<file path="config.mk">
export PLATFORM = sky130hd
export DESIGN_NAME = divider_array_sched_flat
export DESIGN_NICKNAME = d
export VERILOG_FILES = /design/src/rtl/divider_array_sched_if.sv /design/src/rtl/divider_array_sched.sv /design/src/flat_wrapper.sv
export SDC_FILE = /design/constraint.sdc
export NUM_CORES = 1
export LEC_CHECK = 0
export CORE_UTILIZATION = 39
export DETAILED_ROUTE_END_ITERATION = 12
export HOLD_SLACK_MARGIN = 0.08
export PLACE_DENSITY = 0.77
export RECOVER_POWER = 50
export SYNTH_ARGS = -nofsm -noshare
export SYNTH_HDL_FRONTEND = slang
export SYNTH_SLANG_ARGS = --single-unit
export TNS_END_PERCENT = 30
</file>
<file path="constraint.sdc">
create_clock -name clk -period 3.1 [get_ports clk]
set_clock_uncertainty 0.15 [all_clocks]
set_input_delay 0.62 -clock clk [delete_from_list [all_inputs] [get_ports clk]]
set_output_delay 0.62 -clock clk [all_outputs]
set_load 0.02 [all_outputs]
</file>
<file path="src/rtl/divider_array_sched_if.sv">
// Request and response handshakes around the shared 16/8 array divider.
// Two requesters feed the scheduler; one consumer drains responses.
interface divider_array_sched_if;
  logic        req0_valid;
  logic        req0_ready;
  logic [15:0] req0_n;
  logic [7:0]  req0_d;
  logic        req1_valid;
  logic        req1_ready;
  logic [15:0] req1_n;
  logic [7:0]  req1_d;
  logic        rsp_valid;
  logic        rsp_ready;
  logic        rsp_id;
  logic [7:0]  rsp_q;
  logic [7:0]  rsp_r;
  logic [1:0]  rsp_err;

  modport master (
    output req0_valid, req0_n, req0_d,
    output req1_valid, req1_n, req1_d,
    output rsp_ready,
    input  req0_ready, req1_ready,
    input  rsp_valid, rsp_id, rsp_q, rsp_r, rsp_err
  );

  modport slave (
    input  req0_valid, req0_n, req0_d,
    input  req1_valid, req1_n, req1_d,
    input  rsp_ready,
    output req0_ready, req1_ready,
    output rsp_valid, rsp_id, rsp_q, rsp_r, rsp_err
  );
endinterface

</file>
<file path="src/rtl/divider_array_sched.sv">
// Round-robin sequencer for the shared 16/8 array divider.
// Screens div-by-zero/overflow, then holds operands SETTLE cycles.
module divider_array_sched #(
  parameter int unsigned SETTLE = 2
) (
  input  logic                        clk,
  input  logic                        rst_n,
  divider_array_sched_if.slave        bus,
  output logic [15:0]                 div_n,
  output logic [7:0]                  div_d,
  input  logic [7:0]                  div_q,
  input  logic [7:0]                  div_r,
  output logic                        busy
);

  typedef enum logic [1:0] {
    IDLE,
    WAIT,
    RESP
  } state_t;

  localparam logic [3:0] CNT_INIT = 4'(SETTLE - 1);

  state_t      state;
  state_t      state_nx;
  logic        last_grant;
  logic [3:0]  cnt;
  logic        grant0;
  logic        grant1;
  logic        acc0;
  logic        acc1;
  logic        acc;
  logic [15:0] sel_n;
  logic [7:0]  sel_d;
  logic        dz;
  logic        ovf;
  logic        rsp_id_q;
  logic [7:0]  rsp_q_q;
  logic [7:0]  rsp_r_q;
  logic [1:0]  rsp_err_q;

  assign grant0 = bus.req0_valid & (~bus.req1_valid | last_grant);
  assign grant1 = bus.req1_valid & (~bus.req0_valid | ~last_grant);

  assign bus.req0_ready = rst_n & (state == IDLE) & grant0;
  assign bus.req1_ready = rst_n & (state == IDLE) & grant1;

  assign acc0 = bus.req0_valid & bus.req0_ready;
  assign acc1 = bus.req1_valid & bus.req1_ready;
  assign acc  = acc0 | acc1;

  assign sel_n = acc1 ? bus.req1_n : bus.req0_n;
  assign sel_d = acc1 ? bus.req1_d : bus.req0_d;

  // Quotient exceeds 8 bits exactly when the high byte reaches d.
  assign dz  = (sel_d == 8'h00);
  assign ovf = ~dz & (sel_n[15:8] >= sel_d);

  assign bus.rsp_valid = (state == RESP);
  assign bus.rsp_id    = rsp_id_q;
  assign bus.rsp_q     = rsp_q_q;
  assign bus.rsp_r     = rsp_r_q;
  assign bus.rsp_err   = rsp_err_q;
  assign busy          = (state != IDLE);

  always_comb begin
    state_nx = state;
    unique case (state)
      IDLE: if (acc) state_nx = (dz | ovf) ? RESP : WAIT;
      WAIT: if (cnt == 4'd0) state_nx = RESP;
      RESP: if (bus.rsp_ready) state_nx = IDLE;
      default: state_nx = IDLE;
    endcase
  end

  always_ff @(posedge clk or negedge rst_n) begin
    if (!rst_n) begin
      state <= IDLE;
    end else begin
      state <= state_nx;
    end
  end

  always_ff @(posedge clk or negedge rst_n) begin
    if (!rst_n) begin
      last_grant <= 1'b1;
      cnt        <= 4'd0;
      div_n      <= 16'h0000;
      div_d      <= 8'h00;
      rsp_id_q   <= 1'b0;
      rsp_q_q    <= 8'h00;
      rsp_r_q    <= 8'h00;
      rsp_err_q  <= 2'b00;
    end else if (acc) begin
      last_grant <= acc1;
      rsp_id_q   <= acc1;
      unique case (1'b1)
        dz: begin
          rsp_err_q <= 2'b01;
          rsp_q_q   <= 8'hFF;
          rsp_r_q   <= sel_n[7:0];
        end
        ovf: begin
          rsp_err_q <= 2'b10;
          rsp_q_q   <= 8'hFF;
          rsp_r_q   <= 8'hFF;
        end
        default: begin
          div_n <= sel_n;
          div_d <= sel_d;
          cnt   <= CNT_INIT;
        end
      endcase
    end else if (state == WAIT) begin
      if (cnt != 4'd0) begin
        cnt <= cnt - 4'd1;
      end else begin
        rsp_q_q   <= div_q;
        rsp_r_q   <= div_r;
        rsp_err_q <= 2'b00;
      end
    end
  end

endmodule

</file>
<file path="src/flat_wrapper.sv">
// flat-port wrapper written by rule: the top's interface ports become plain ports
module divider_array_sched_flat 
#(
  parameter int unsigned SETTLE = 2
)
  (clk, rst_n, div_n, div_d, div_q, div_r, busy, bus_req0_valid, bus_req0_n, bus_req0_d, bus_req1_valid, bus_req1_n, bus_req1_d, bus_rsp_ready, bus_req0_ready, bus_req1_ready, bus_rsp_valid, bus_rsp_id, bus_rsp_q, bus_rsp_r, bus_rsp_err);
  divider_array_sched_if bus_i ();
  input  logic clk;
  input  logic rst_n;
  output logic [15:0] div_n;
  output logic [7:0] div_d;
  input  logic [7:0] div_q;
  input  logic [7:0] div_r;
  output logic busy;
  input wire logic [$bits(bus_i.req0_valid)-1:0] bus_req0_valid;
  input wire logic [$bits(bus_i.req0_n)-1:0] bus_req0_n;
  input wire logic [$bits(bus_i.req0_d)-1:0] bus_req0_d;
  input wire logic [$bits(bus_i.req1_valid)-1:0] bus_req1_valid;
  input wire logic [$bits(bus_i.req1_n)-1:0] bus_req1_n;
  input wire logic [$bits(bus_i.req1_d)-1:0] bus_req1_d;
  input wire logic [$bits(bus_i.rsp_ready)-1:0] bus_rsp_ready;
  output wire logic [$bits(bus_i.req0_ready)-1:0] bus_req0_ready;
  output wire logic [$bits(bus_i.req1_ready)-1:0] bus_req1_ready;
  output wire logic [$bits(bus_i.rsp_valid)-1:0] bus_rsp_valid;
  output wire logic [$bits(bus_i.rsp_id)-1:0] bus_rsp_id;
  output wire logic [$bits(bus_i.rsp_q)-1:0] bus_rsp_q;
  output wire logic [$bits(bus_i.rsp_r)-1:0] bus_rsp_r;
  output wire logic [$bits(bus_i.rsp_err)-1:0] bus_rsp_err;
  assign bus_i.req0_valid = bus_req0_valid;
  assign bus_i.req0_n = bus_req0_n;
  assign bus_i.req0_d = bus_req0_d;
  assign bus_i.req1_valid = bus_req1_valid;
  assign bus_i.req1_n = bus_req1_n;
  assign bus_i.req1_d = bus_req1_d;
  assign bus_i.rsp_ready = bus_rsp_ready;
  assign bus_req0_ready = bus_i.req0_ready;
  assign bus_req1_ready = bus_i.req1_ready;
  assign bus_rsp_valid = bus_i.rsp_valid;
  assign bus_rsp_id = bus_i.rsp_id;
  assign bus_rsp_q = bus_i.rsp_q;
  assign bus_rsp_r = bus_i.rsp_r;
  assign bus_rsp_err = bus_i.rsp_err;
  divider_array_sched #(.SETTLE(SETTLE)) u_core (.clk(clk), .rst_n(rst_n), .bus(bus_i), .div_n(div_n), .div_d(div_d), .div_q(div_q), .div_r(div_r), .busy(busy));
endmodule
</file>
==> impl_metrics.csv <==
group,metric,value,unit
timing,final_hold_viol_count,0,
worst_setup_path,crit_start,"bus_req1_valid",
final_layout,finalNonFillerCells,503,
worst_setup_path,r2r_setup_slack,-30,ps
timing,period_needed,3140,ps
power_and_ir_drop,worst_ir_drop_vdd,0.000486,V
flow_run,drv_cap,0,
routing,drt_iter0_drc,151,
die,rows,30,
routing,viasPerCell,5.33,
worst_setup_path,r2r_start,"u_core.state[0]",
final_layout,drive_above_1_share,31.2,%
timing,rsz0062_at_grt,"yes",
worst_setup_path,r2r-end,"u_core.bus.rsp_r[5]",
clock_network,clk_pin_slew_worst_paths,100,ps
worst_setup_path,crit_path_top_delay_cell,"o31ai_4",
power_and_ir_drop,cellPowerDensity,891,mW/mm^2
global_routing,grt_pass1_wl,13600,um
yosys,yosysWarnings,0,
yosys,synth_nets,327,
yosys,ys_ff_latch,50,
timing,tightest_slew,1250,ps
yosys,netlist_area,0.00277,sq mm
placed_design,gp_congestion,0.842,
status,violations,"setup timing",
placed_design,hpwl,6260,um
yosys,synth_seq_area_share,45.2,%
global_routing,grt_pass1_vias,2754,
worst_setup_path,cp_max_fo,7,
clock_network,cts_buffers,5,
timing,max_freq,318,MHz
global_routing,grt_usage,23.6,%
worst_setup_path,critPathBufInv,4,
placed_design,io_buffers,115,
final_layout,nets,485,
global_routing,grt_max_degree,51,
clock_network,cts_tree,"yes",
routing,drc_errors,0,
worst_setup_path,cp.depth,12,
worst_setup_path,critical_path.top_delay_family,"compound AO/OA/AOI/OAI gates",
routing,wl_per_cell,18.0,um
yosys,synth_flop_cell,"dfrtp_1",
final_layout,diodes,0,
clock_network,htreeDepth,2,
worst_setup_path,crit_chain,"clkdlybuf4s15_1 -> a21boi_2 -> nand2_2 -> buf_12 -> buf_8 -> mux2_4 -> ha_4 -> nand4_1 -> o31ai_4 -> buf_2 -> a211oi_2 -> o32ai_4",
final_layout,area_delta_synth_final,73.0,%
timing,min_period_over_period,101,%
global_routing,overflow,0,
die,initial_core_util,40.5,%
worst_setup_path,crit_type,"in2reg",
worst_setup_path,arrival,3210,ps
status,run_status,"finished with violations",
die,dieArea,0.00744,sq mm
global_routing,antenna_found_initial,0,
timing,setup_viol,15,
die,die-height,86.3,um
worst_setup_path,reg2reg_depth,11,
yosys,synth_edf_count,0,
clock_network,ctsLongestPathBuffers,2,
yosys,synth-async-reset-ratio,100,%
worst_setup_path,cp-end-kind,"flop",
timing,slew_viol_final,0,
routing,finalWirelength,9060,um
die,die_x,86.3,um
routing,firstDrtPassIters,4,
timing,relSlewSlack,16.8,%
final_layout,nFillCells,490,
worst_setup_path,critPathRequiredTime,3170,ps
routing,routed-via-count,2679,
placed_design,placed_cells,478,
worst_setup_path,slowest_delay,420,ps
die,io_pins,116,
timing,layout_setup_ws,-41.0,ps
placed_design,place_ws,-610,ps
worst_hold_path,hp-class,"reg2reg",
worst_setup_path,crit_path_start_kind,"input pin",
clock_network,clock-root-buffer,"clkbuf_8",
yosys,syn_inst,248,
yosys,synth_cell_types,44,
worst_setup_path,crit_path_end,"u_core.bus.rsp_r[5]",
routing,ant_nets,0,
die,core,0.00683,sq mm
clock_network,numClockSinks,50,
clock_network,clock_latency,310,ps
power_and_ir_drop,p_leak,2.03,nW
yosys,avgSynthCellArea,11.2,sq um
==> cell usage in the layout (no fill, tap or decap), types with 3 or more instances in the layout <==
cell,instances
a21oi_1,27
nand2b_1,3
mux2_4,20
buf_6,6
nand2_1,6
nor3_1,9
buf_4,35
mux2_2,13
buf_12,4
o32ai_4,4
mux2i_2,3
o32ai_2,3
clkbuf_8,5
a211oi_2,4
ha_1,5
a211oi_1,4
clkdlybuf4s50_1,112
ha_4,5
dfrtp_1,48
nor4_1,3
o21a_1,3
inv_1,23
mux2i_4,3
o21ai_0,11
==> metrics by stage <==
| step | TNS, ps | instance area [sq um] | power [W] | util (%) | hold WS, ps |
|---|---|---|---|---|---|
| after floorplan | -3750 | 2890 | 0.00246 | - | 174 |
| after global placement | -23000 | 4340 | 0.00346 | 63.5 | 312 |
| after detailed placement | -24970 | 4340 | 0.00354 | 63.5 | 321 |
| after CTS | -160 | 4680 | 0.00415 | 68.6 | 339 |
| after global routing | -2870 | 4790 | 0.00451 | 70.1 | 366 |
| final | -265 | 4790 | 0.00427 | 70.1 | 348 |
==> flip-flops by register name, indices dropped and copies added (netlist names) <==
register	cells
u_core.bus.rsp_id	1
u_core.bus.rsp_err	2
u_core.div_n	16
u_core.bus.rsp_r	8
u_core.div_d	8
u_core.last_grant	1
u_core.state	2
u_core.cnt	4
u_core.bus.rsp_q	8
==> cell usage after synthesis (2+ instances only) <==
library cell / count / area (sq um)
a211o_1: 2 / 17.5
a211oi_1: 8 / 60.1
a21oi_1: 28 / 140
a31oi_1: 2 / 12.5
buf_2: 5 / 25.0
buf_6: 4 / 45.0
clkbuf_1: 3 / 11.3
dfrtp_1: 49 / 1230
ha_1: 10 / 125
inv_1: 23 / 86.3
mux2_2: 19 / 214
mux2_4: 14 / 210
mux2i_1: 8 / 80.1
nand2_1: 6 / 22.5
nand2b_1: 4 / 25.0
nand4_1: 2 / 12.5
nor2_1: 3 / 11.3
nor2b_1: 2 / 12.5
nor3_1: 9 / 45.0
nor4_1: 3 / 18.8
o21a_1: 3 / 22.5
o21ai_0: 11 / 55.1
o32ai_1: 8 / 70.1
or4_1: 2 / 15.0
==> kinds of logic (layout without fill, tap and decap cells) <==
group,count (synthesis),count (layout),synth area share (%)
compound gates,72,72,17.5
flops,50,50,45.2
mux,41,41,18.2
simple gates,40,40,8.45
buf+inv,35,194,6.05
fa+ha+maj,10,10,4.52
==> routing by layer <==
layer  track usage [%]  share of wire, %  routed length [um]  up-vias
met5                 0                 0                   0        -
met4              6.97               2.5                 230        0
met3              4.19               6.2                 559       20
met2              43.1                51                4600      121
met1              28.4                41                3670     1313
li1                  -                 -                   -     1225
==> power by group <==
group / internal, W / total, W / switching [W]
Combinational: 0.00139 / 0.00265 / 0.00126
Sequential: 0.000978 / 0.00121 / 0.000232
Clock: 0.000168 / 0.000410 / 0.000242
==> cell type report <==
class	instances	area, sq um	share of cell area [%]
Sequential cell	50	1250	26.2
Inverter	23	86.3	1.80
Clock inverter	3	28.8	0.601
Timing Repair Buffer	163	1580	33.0
Multi-Input combinational cell	163	1650	34.5
Tap cell	96	120	2.51
Clock buffer	5	68.8	1.44
==> how the worst min path moves through the flow <==
stage | start | to | slack, ps | cells past startpoint
after detailed placement | u_core.last_grant | u_core.last_grant | 320 | 2
after CTS | u_core.last_grant | u_core.last_grant | 340 | 2
final | u_core.last_grant | u_core.last_grant | 350 | 2
after global routing | u_core.last_grant | u_core.last_grant | 370 | 2
after floorplan | rst_n | u_core.bus.rsp_err[0] | 170 | 0
after global placement | u_core.last_grant | u_core.last_grant | 310 | 2
==> timing repair <==
item,4_1_cts,5_1_grt
buffers inserted,14,4
endpoints found under the setup margin,47,46
hold buffers,0,0
pin swaps,16,12
resized for setup,30,16
cloned,1,1
hold endpoints to repair,0,0
==> worst register-to-register path, stage by stage (launching register included) <==
cell and delay, ps:
dfrtp_2 450, nor3b_4 250, nand2_2 110, buf_12 160, buf_8 130, mux2_4 320
ha_4 260, nand4_1 160, o31ai_4 420, buf_2 250, a211oi_2 110, o32ai_4 280
(Power assumes the default switching activity.)
